`src/rtl/risc8_bus_pkg.sv`:
```
// rtl/risc8_bus_pkg.sv - shared types and constants for the risc8 bus arbiter
package risc8_bus_pkg;

    typedef enum logic [1:0] {
        IDLE     = 2'b00,
        CPU_XFER = 2'b01,
        DMA_XFER = 2'b10
    } bus_state_t;

    localparam logic OWNER_CPU = 1'b0;
    localparam logic OWNER_DMA = 1'b1;

    localparam logic [7:0] ERR_DATA_DEFAULT = 8'hFF;
    localparam int         TIMEOUT_DEFAULT  = 15;

endpackage

```
`src/rtl/risc8_bus_timer.sv`:
```
// rtl/risc8_bus_timer.sv - per-transfer watchdog counter, saturating at TIMEOUT
module risc8_bus_timer
    import risc8_bus_pkg::*;
#(
    parameter int TIMEOUT = TIMEOUT_DEFAULT
) (
    input  logic clk,
    input  logic rst_n,
    input  logic run,
    input  logic clear,
    output logic expired
);

    localparam logic [7:0] LIMIT = 8'(TIMEOUT);

    logic [7:0] count;

    // Count reads k during the k-th transfer cycle because it steps on the
    // same edge that enters the transfer state.
    always_ff @(posedge clk or negedge rst_n) begin
        if (!rst_n) begin
            count <= 8'd0;
        end else if (clear) begin
            count <= 8'd0;
        end else if (run && (count != LIMIT)) begin
            count <= count + 8'd1;
        end
    end

    assign expired = (count == LIMIT);

endmodule

```
`src/rtl/risc8_bus_arb.sv`:
```
// rtl/risc8_bus_arb.sv - fair CPU/DMA arbiter for the risc8 external memory bus
module risc8_bus_arb
    import risc8_bus_pkg::*;
#(
    parameter int         TIMEOUT  = TIMEOUT_DEFAULT,
    parameter logic [7:0] ERR_DATA = ERR_DATA_DEFAULT
) (
    input  logic        clk,
    input  logic        rst_n,
    input  logic        cpu_cycle,
    input  logic        cpu_write,
    input  logic [15:0] cpu_address,
    input  logic [7:0]  cpu_data_out,
    output logic [7:0]  cpu_data_in,
    output logic        cpu_ready,
    input  logic        dma_req,
    input  logic        dma_write,
    input  logic [15:0] dma_address,
    input  logic [7:0]  dma_wdata,
    output logic        dma_gnt,
    output logic        dma_ready,
    output logic [7:0]  dma_rdata,
    output logic        mem_cycle,
    output logic        mem_write,
    output logic [15:0] mem_address,
    output logic [7:0]  mem_wdata,
    input  logic [7:0]  mem_rdata,
    input  logic        mem_ready,
    output logic        bus_err,
    output logic [15:0] err_addr
);

    bus_state_t state, state_d;
    logic       last_dma;
    logic       expired;
    logic       done;
    logic       timeout;
    logic [7:0] rd_data;
    logic       timer_run;
    logic       timer_clear;

    risc8_bus_timer #(
        .TIMEOUT (TIMEOUT)
    ) u_timer (
        .clk     (clk),
        .rst_n   (rst_n),
        .run     (timer_run),
        .clear   (timer_clear),
        .expired (expired)
    );

    assign timer_clear = (state_d == IDLE);
    assign timer_run   = !timer_clear;

    always_ff @(posedge clk or negedge rst_n) begin
        if (!rst_n) begin
            state    <= IDLE;
            last_dma <= OWNER_DMA;
            err_addr <= 16'h0000;
        end else begin
            state <= state_d;
            if (done) begin
                last_dma <= (state == DMA_XFER) ? OWNER_DMA : OWNER_CPU;
            end
            if (timeout) begin
                err_addr <= mem_address;
            end
        end
    end

    // Every completion returns to IDLE, so a master still holding its
    // request on the completion edge is re-arbitrated rather than regranted.
    always_comb begin
        state_d     = state;
        done        = 1'b0;
        timeout     = 1'b0;
        rd_data     = 8'h00;
        mem_cycle   = 1'b0;
        mem_write   = 1'b0;
        mem_address = 16'h0000;
        mem_wdata   = 8'h00;
        cpu_ready   = 1'b0;
        cpu_data_in = 8'h00;
        dma_gnt     = 1'b0;
        dma_ready   = 1'b0;
        dma_rdata   = 8'h00;
        bus_err     = 1'b0;

        if (state != IDLE) begin
            done    = mem_ready || expired;
            timeout = expired && !mem_ready;
            rd_data = timeout ? ERR_DATA : mem_rdata;
            bus_err = timeout;
        end

        case (state)
            IDLE: begin
                if (cpu_cycle && dma_req) begin
                    state_d = last_dma ? CPU_XFER : DMA_XFER;
                end else if (cpu_cycle) begin
                    state_d = CPU_XFER;
                end else if (dma_req) begin
                    state_d = DMA_XFER;
                end
            end
            CPU_XFER: begin
                mem_cycle   = 1'b1;
                mem_write   = cpu_write;
                mem_address = cpu_address;
                mem_wdata   = cpu_data_out;
                cpu_ready   = done;
                cpu_data_in = rd_data;
                if (done) begin
                    state_d = IDLE;
                end
            end
            DMA_XFER: begin
                mem_cycle   = 1'b1;
                mem_write   = dma_write;
                mem_address = dma_address;
                mem_wdata   = dma_wdata;
                dma_gnt     = 1'b1;
                dma_ready   = done;
                dma_rdata   = rd_data;
                if (done) begin
                    state_d = IDLE;
                end
            end
            default: begin
                state_d = IDLE;
            end
        endcase
    end

endmodule

```
`config.mk`:
```
export PLATFORM = sky130hd
export DESIGN_NAME = risc8_bus_arb
export DESIGN_NICKNAME = d
export VERILOG_FILES = /design/src/rtl/risc8_bus_pkg.sv /design/src/rtl/risc8_bus_timer.sv /design/src/rtl/risc8_bus_arb.sv
export SDC_FILE = /design/constraint.sdc
export NUM_CORES = 1
export LEC_CHECK = 0
export BUFFER_PORTS_ARGS = -buffer_cell sky130_fd_sc_hd__buf_2
export CORE_UTILIZATION = 40
export CTS_BUF_LIST = sky130_fd_sc_hd__clkbuf_8 sky130_fd_sc_hd__clkbuf_16
export CTS_CLUSTER_DIAMETER = 30
export DETAILED_ROUTE_END_ITERATION = 7
export HOLD_SLACK_MARGIN = 0.06
export PLACE_DENSITY = 0.88
export SLEW_MARGIN = 25
export SYNTH_ARGS = -nofsm -noshare
export SYNTH_HDL_FRONTEND = slang
export SYNTH_SLANG_ARGS = --single-unit
```
`constraint.sdc`:
```
create_clock -name clk -period 3.9 [get_ports clk]
set_input_delay 1.17 -clock clk [delete_from_list [all_inputs] [get_ports clk]]
set_output_delay 1.17 -clock clk [all_outputs]
set_load 0.03 [all_outputs]
```
==> After elaboration in Yosys (flattened, before gate mapping) <==
Index checks and enable logic that the tools add are counted.
W data, S select, Z words.
{ "totals": {"output_inout_bits": 62, "register_bits": 27, "input_bits": 63, "wordCells": 41} }
{ "op_classes": {"n_reduce_logical": 11, "mux": 21, "eq_ne": 4, "addsub": 1} }
{ "op_table": {"columns": ["cell", "count"], "rows": [
  ["$mux W8", 6],
  ["$pmux W16 S2", 1],
  ["$pmux W8 S2", 1],
  ["$mux W2", 5],
  ["$add A8 B1 Y8 const B", 1],
  ["$eq A8 B4 Y1 const B", 1],
  ["$ne A8 B4 Y1 const B", 1],
  ["$mux W1", 6],
  ["$logic_not A2 Y1", 2],
  ["$pmux W2 S2", 1],
  ["$reduce_bool A2 Y1", 2],
  ["$logic_and A1 B1 Y1", 3],
  ["$eq A2 B1 Y1 const B", 1],
  ["$eq A2 B2 Y1 const B", 1],
  ["$logic_not A1 Y1", 2],
  ["$pmux W1 S2", 1],
  ["$reduce_or A2 Y1", 1],
  ["$logic_or A1 B1 Y1", 1]
]} }

==> Depth between registers and ports, before layout <==
{ "depth": {"depth_word": 10, "mapped_depth": 8, "mapped_depth_nobuf": 6} }

==> By module <==
From an unflattened synthesis, not the netlist that was laid out.
{ "unflattened": {"cells_unflattened": 190, "hier_area_um2": 1818.0} }
{ "modules_own_cells": {"columns": ["mod", "n_inst", "area_per_inst_um2", "cells_each", "seq_area_each_um2"], "rows": [
  ["risc8_bus_arb", 1, 1371.3, 146, 476.7],
  ["risc8_bus_timer", 1, 446.7, 44, 200.2]
]} }

==> Worst setup path before layout <==
No wires, ideal clock.
{ "synth_path": {"kind": "flip-flop to output port", "from": "reg state[0]", "to": "out dma_rdata[0]", "path_stages_with_launch": 8, "t_arrival_ns": 2.664, "slack_ns": 0.066, "required_time_ns": 2.730, "cell_sequence": "dfrtp_1 -> inv_1 -> ha_1 -> clkbuf_1 -> clkbuf_1 -> clkbuf_1 -> clkbuf_1 -> a21boi_0"} }
{ "synth_via": {"elab_chain_cells": 3, "elab_cells_between_ends": 4} }
{ "synth_rtl": {"columns": ["item", "line", "rtl"], "rows": [
  ["start: declaration", "risc8_bus_arb.sv:33", "bus_state_t state, state_d;"],
  ["start signal: assignment", "risc8_bus_arb.sv:61", "state <= state_d;"],
  ["$reduce_bool A2 Y1", "risc8_bus_arb.sv:89", "if (state != IDLE) begin"],
  ["$mux W8", "risc8_bus_arb.sv:89", null],
  ["$mux W8 *", "risc8_bus_arb.sv:96", "case (state)"],
  ["end: declaration", "risc8_bus_arb.sv:22", "output logic [7:0] dma_rdata,"]
]} }
Every way passes the cells marked *; elsewhere a longest branch is shown, timed or not.

==> Worst setup path after layout <==
{ "layout_path": {"from": "reg state[0]", "to": "out mem_address[15]"} }
{ "layout_via": {"elab_chain_cells": 2, "elab_cells_between_ends": 3} }
{ "layout_rtl": {"columns": ["item", "line", "rtl"], "rows": [
  ["$eq A2 B2 Y1 or $eq A2 B1 Y1 (tied branches)", "risc8_bus_arb.sv:96", null],
  ["$pmux W16 S2 *", "risc8_bus_arb.sv:96", null],
  ["end: declaration", "risc8_bus_arb.sv:25", "output logic [15:0] mem_address,"]
]} }
Marks and branches as above.

==> reports/results.txt <==
Drt drc -> 14
Hold slack -> 510 ps
Crit-path cells -> inv_1 -> ha_1 -> buf_4 -> a22oi_1 -> nor2b_1 -> buf_2
Post-synthesis cell area -> 1880 um^2
Worst r2r path cells -> 5
Critical path required time -> 2730 ps
Final total power -> 1.41 mW
P_leak -> 1.41 nW
Synth Area in Simple Gates -> 17.4%
Chip width -> 70.6 um
CP Launch Type -> flip-flop
Worst hold path type -> flip-flop to flip-flop
Clock Latency Late Sink -> 270 ps
Maximum fanout along the worst path -> 21
Yosys warning count -> 0
DRT iter0 DRCs -> 52
CTS Hold Bufs -> 0
DR WL/cell -> 13.8 um
Number of max-cap violations -> 0
Nets -> 374
Vias -> 1,863
Core box area -> 4440 um^2
Register area share after synthesis -> 36.0%
Slew @ Worst Pin -> 724 ps
CP Class -> flip-flop to primary output
Largest net degree at the start of global routing -> 30
Syn Nets -> 257
Final core occ -> 57.8%
Diodes inserted -> 0
Skew final -> 9.60 ps
Port Buffers -> 124
Initial antenna violation count -> 0
Rel. slew slack -> 51.7%
H-tree Lvls -> 1
Status -> complete, but fails checks
Die area -> 4980 um^2
XOR/XNOR Fraction of Synth Area -> 2.33%
Drt total wl -> 4920 um
Synth Area in Adders -> 3.33%
CTS Buf Count -> 3
VDD IR-drop max -> 0.286 mV
Maximum clock frequency -> 0.293 GHz
Initial DRT Pass Iterations -> 6
Fin. Hold Viols -> 0
Share of layout cells above drive strength 1 -> 50.2%
CP max-delay cell -> ha_1
PwrDens -> 550 nW/um^2
Syn Area/Cell -> 9.95 um^2
Vias/cell -> 5.22
Max Slew Vio Count -> 0
CTS max path bufs -> 2
Hold Path Cell Cnt -> 1
CTS tree -> done
Critical path arrival -> 2240 ps
Final setup fails -> 0
CTS clk-pin slew, worst paths -> 90 ps
Setup bufs post-CTS -> 0
Post-DRT Antenna Nets -> 0
Compound-Gate Fraction of Synth Area -> 22.1%
Crit end category -> primary output
Row count -> 24
Setup TNS -> 0 ps
Unrepaired setup endpoints after global routing -> false
First-pass GRT wire length -> 8140 um
Post-DP HPWL -> 3730 um
# fillers -> 379
Cells after Synth -> 189
Initial Utilization -> 42.3%
Main combinational cell family by area after synthesis -> compound AO/OA/AOI/OAI gates
Remaining global-route overflow -> 0
Clk sink count -> 27
Resize count post-CTS -> 0
Clk root buf -> clkbuf_8
GP Congestion -> 0.813
Mux cell area share after synthesis -> 13.3%
Synth cell types -> 38
Total GRT Usage -> 20.5%
I/O pin count -> 125
Period minus WS final -> 3410 ps
Vias in the first global route -> 1,823
Slowest stage delay, CP -> 540 ps
Die height -> 70.6 um
Part of the cycle the worst path needs -> 87.5%
Area Overhead vs Synth -> 36.5%
FF+latch count, synth -> 27
Failing checks -> DRC
[metal layers]
layer,track usage (%),wire [um],up-vias
met2,40.5,2580,89
met3,1.28,325,2
met4,5.78,34,0
li1,-,-,916
met5,0,0,-
met1,23.7,1980,856
[final timing paths]
| check | startpoint | end | slack, ps |
|---|---|---|---|
| min | err_addr[10] | err_addr[10] | 510 |
| min in group asynchronous | rst_n | u_timer.count[6] | 890 |
| max | state[0] | mem_address[15] | 490 |
| max in group asynchronous | rst_n | err_addr[3] | 2620 |
| min reg2reg | err_addr[10] | err_addr[10] | 510 |
| max reg2reg | state[0] | u_timer.count[3] | 1550 |
[through the flow]
stage | worst slack, ps | std cells | cell area, um^2
after global placement | 760 | 353 | 2520
after CTS | 433 | 357 | 2570
after floorplan | 65.7 | 189 | 1880
after detailed placement | 726 | 353 | 2520
after global routing | 246 | 357 | 2570
final | 486 | 357 | 2570
[sequential cells by signal, indices dropped and copies added, names as in the netlist]
register	count
err_addr	16
u_timer.count	8
state	2
last_dma	1
[kinds of logic (layout without fill, tap and decap cells)]
| logic type | after synthesis | after routing |
|---|---|---|
| AO/OA/AOI/OAI | 58 | 58 |
| AND/OR/NAND/NOR | 53 | 53 |
| flip-flops | 27 | 27 |
| buffers and inverters | 23 | 139 |
| multiplexers | 18 | 18 |
| adder cells (fa/ha/maj) | 5 | 5 |
| XOR/XNOR | 5 | 5 |
[layout make-up]
cell class                      instances  area [um^2]  area share (%)
Clock buffer                            3         41.3            1.61
Clock inverter                          1         7.51           0.292
Inverter                                7         26.3            1.02
Multi-Input combinational cell        139         1100            42.8
Sequential cell                        27          677            26.4
Tap cell                               52         65.1            2.53
Timing Repair Buffer                  128          651            25.3
[where the power goes]
| part | switching, mW | internal (mW) |
|---|---|---|
| Sequential | 0.0252 | 0.308 |
| Combinational | 0.595 | 0.322 |
| Clock | 0.0886 | 0.0724 |
[cell usage after synthesis, drive strengths merged]
cell     n  area share, %
a22oi   26             10
dfrtp   26             35
nor2b   26            8.6
mux2    17             13
a21boi  16            6.4
clkbuf  12            2.4
nand2   11            2.2
a21oi    6            1.6
inv      6            1.2
ha       5            3.3
buf      4            1.7
nand3    4            1.7
xor2     4            1.9
o21ai    3           0.80
and2     2           0.67
nand2b   2           0.67
a211o    1           0.47
a211oi   1           0.40
a221oi   1           0.47
a31oi    1           0.33
and3     1           0.33
and4     1           0.47
clkinv   1           0.20
dfstp    1            1.4
mux2i    1           0.53
nand3b   1           0.40
nand4    1           0.33
nand4b   1           0.47
nor2     1           0.60
nor4     1           0.33
o211ai   1           0.40
o22ai    1           0.33
o32a     1           0.53
or4      1           0.60
xnor2    1           0.47
[critical path, delay by kind of cell, from the launching register on]
family / cells / cell delay [ps]
buf+inv: 3 / 670
fa+ha+maj: 1 / 540
flops: 1 / 440
simple gates: 1 / 190
compound gates: 1 / 120
[cell usage in the layout, fill, tap and decap left out, types with 2 or more instances in the layout]
master / count
ha_1: 5
buf_2: 124
o21ai_0: 3
xor2_1: 4
mux2_4: 13
nand3_1: 3
a22oi_1: 26
dfrtp_1: 26
buf_4: 4
and2_1: 2
clkbuf_8: 3
nand2b_1: 2
inv_1: 6
nor2b_1: 26
nand2_1: 11
mux2_2: 4
a21oi_1: 6
a21boi_0: 16
(Power assumes the default switching activity.)
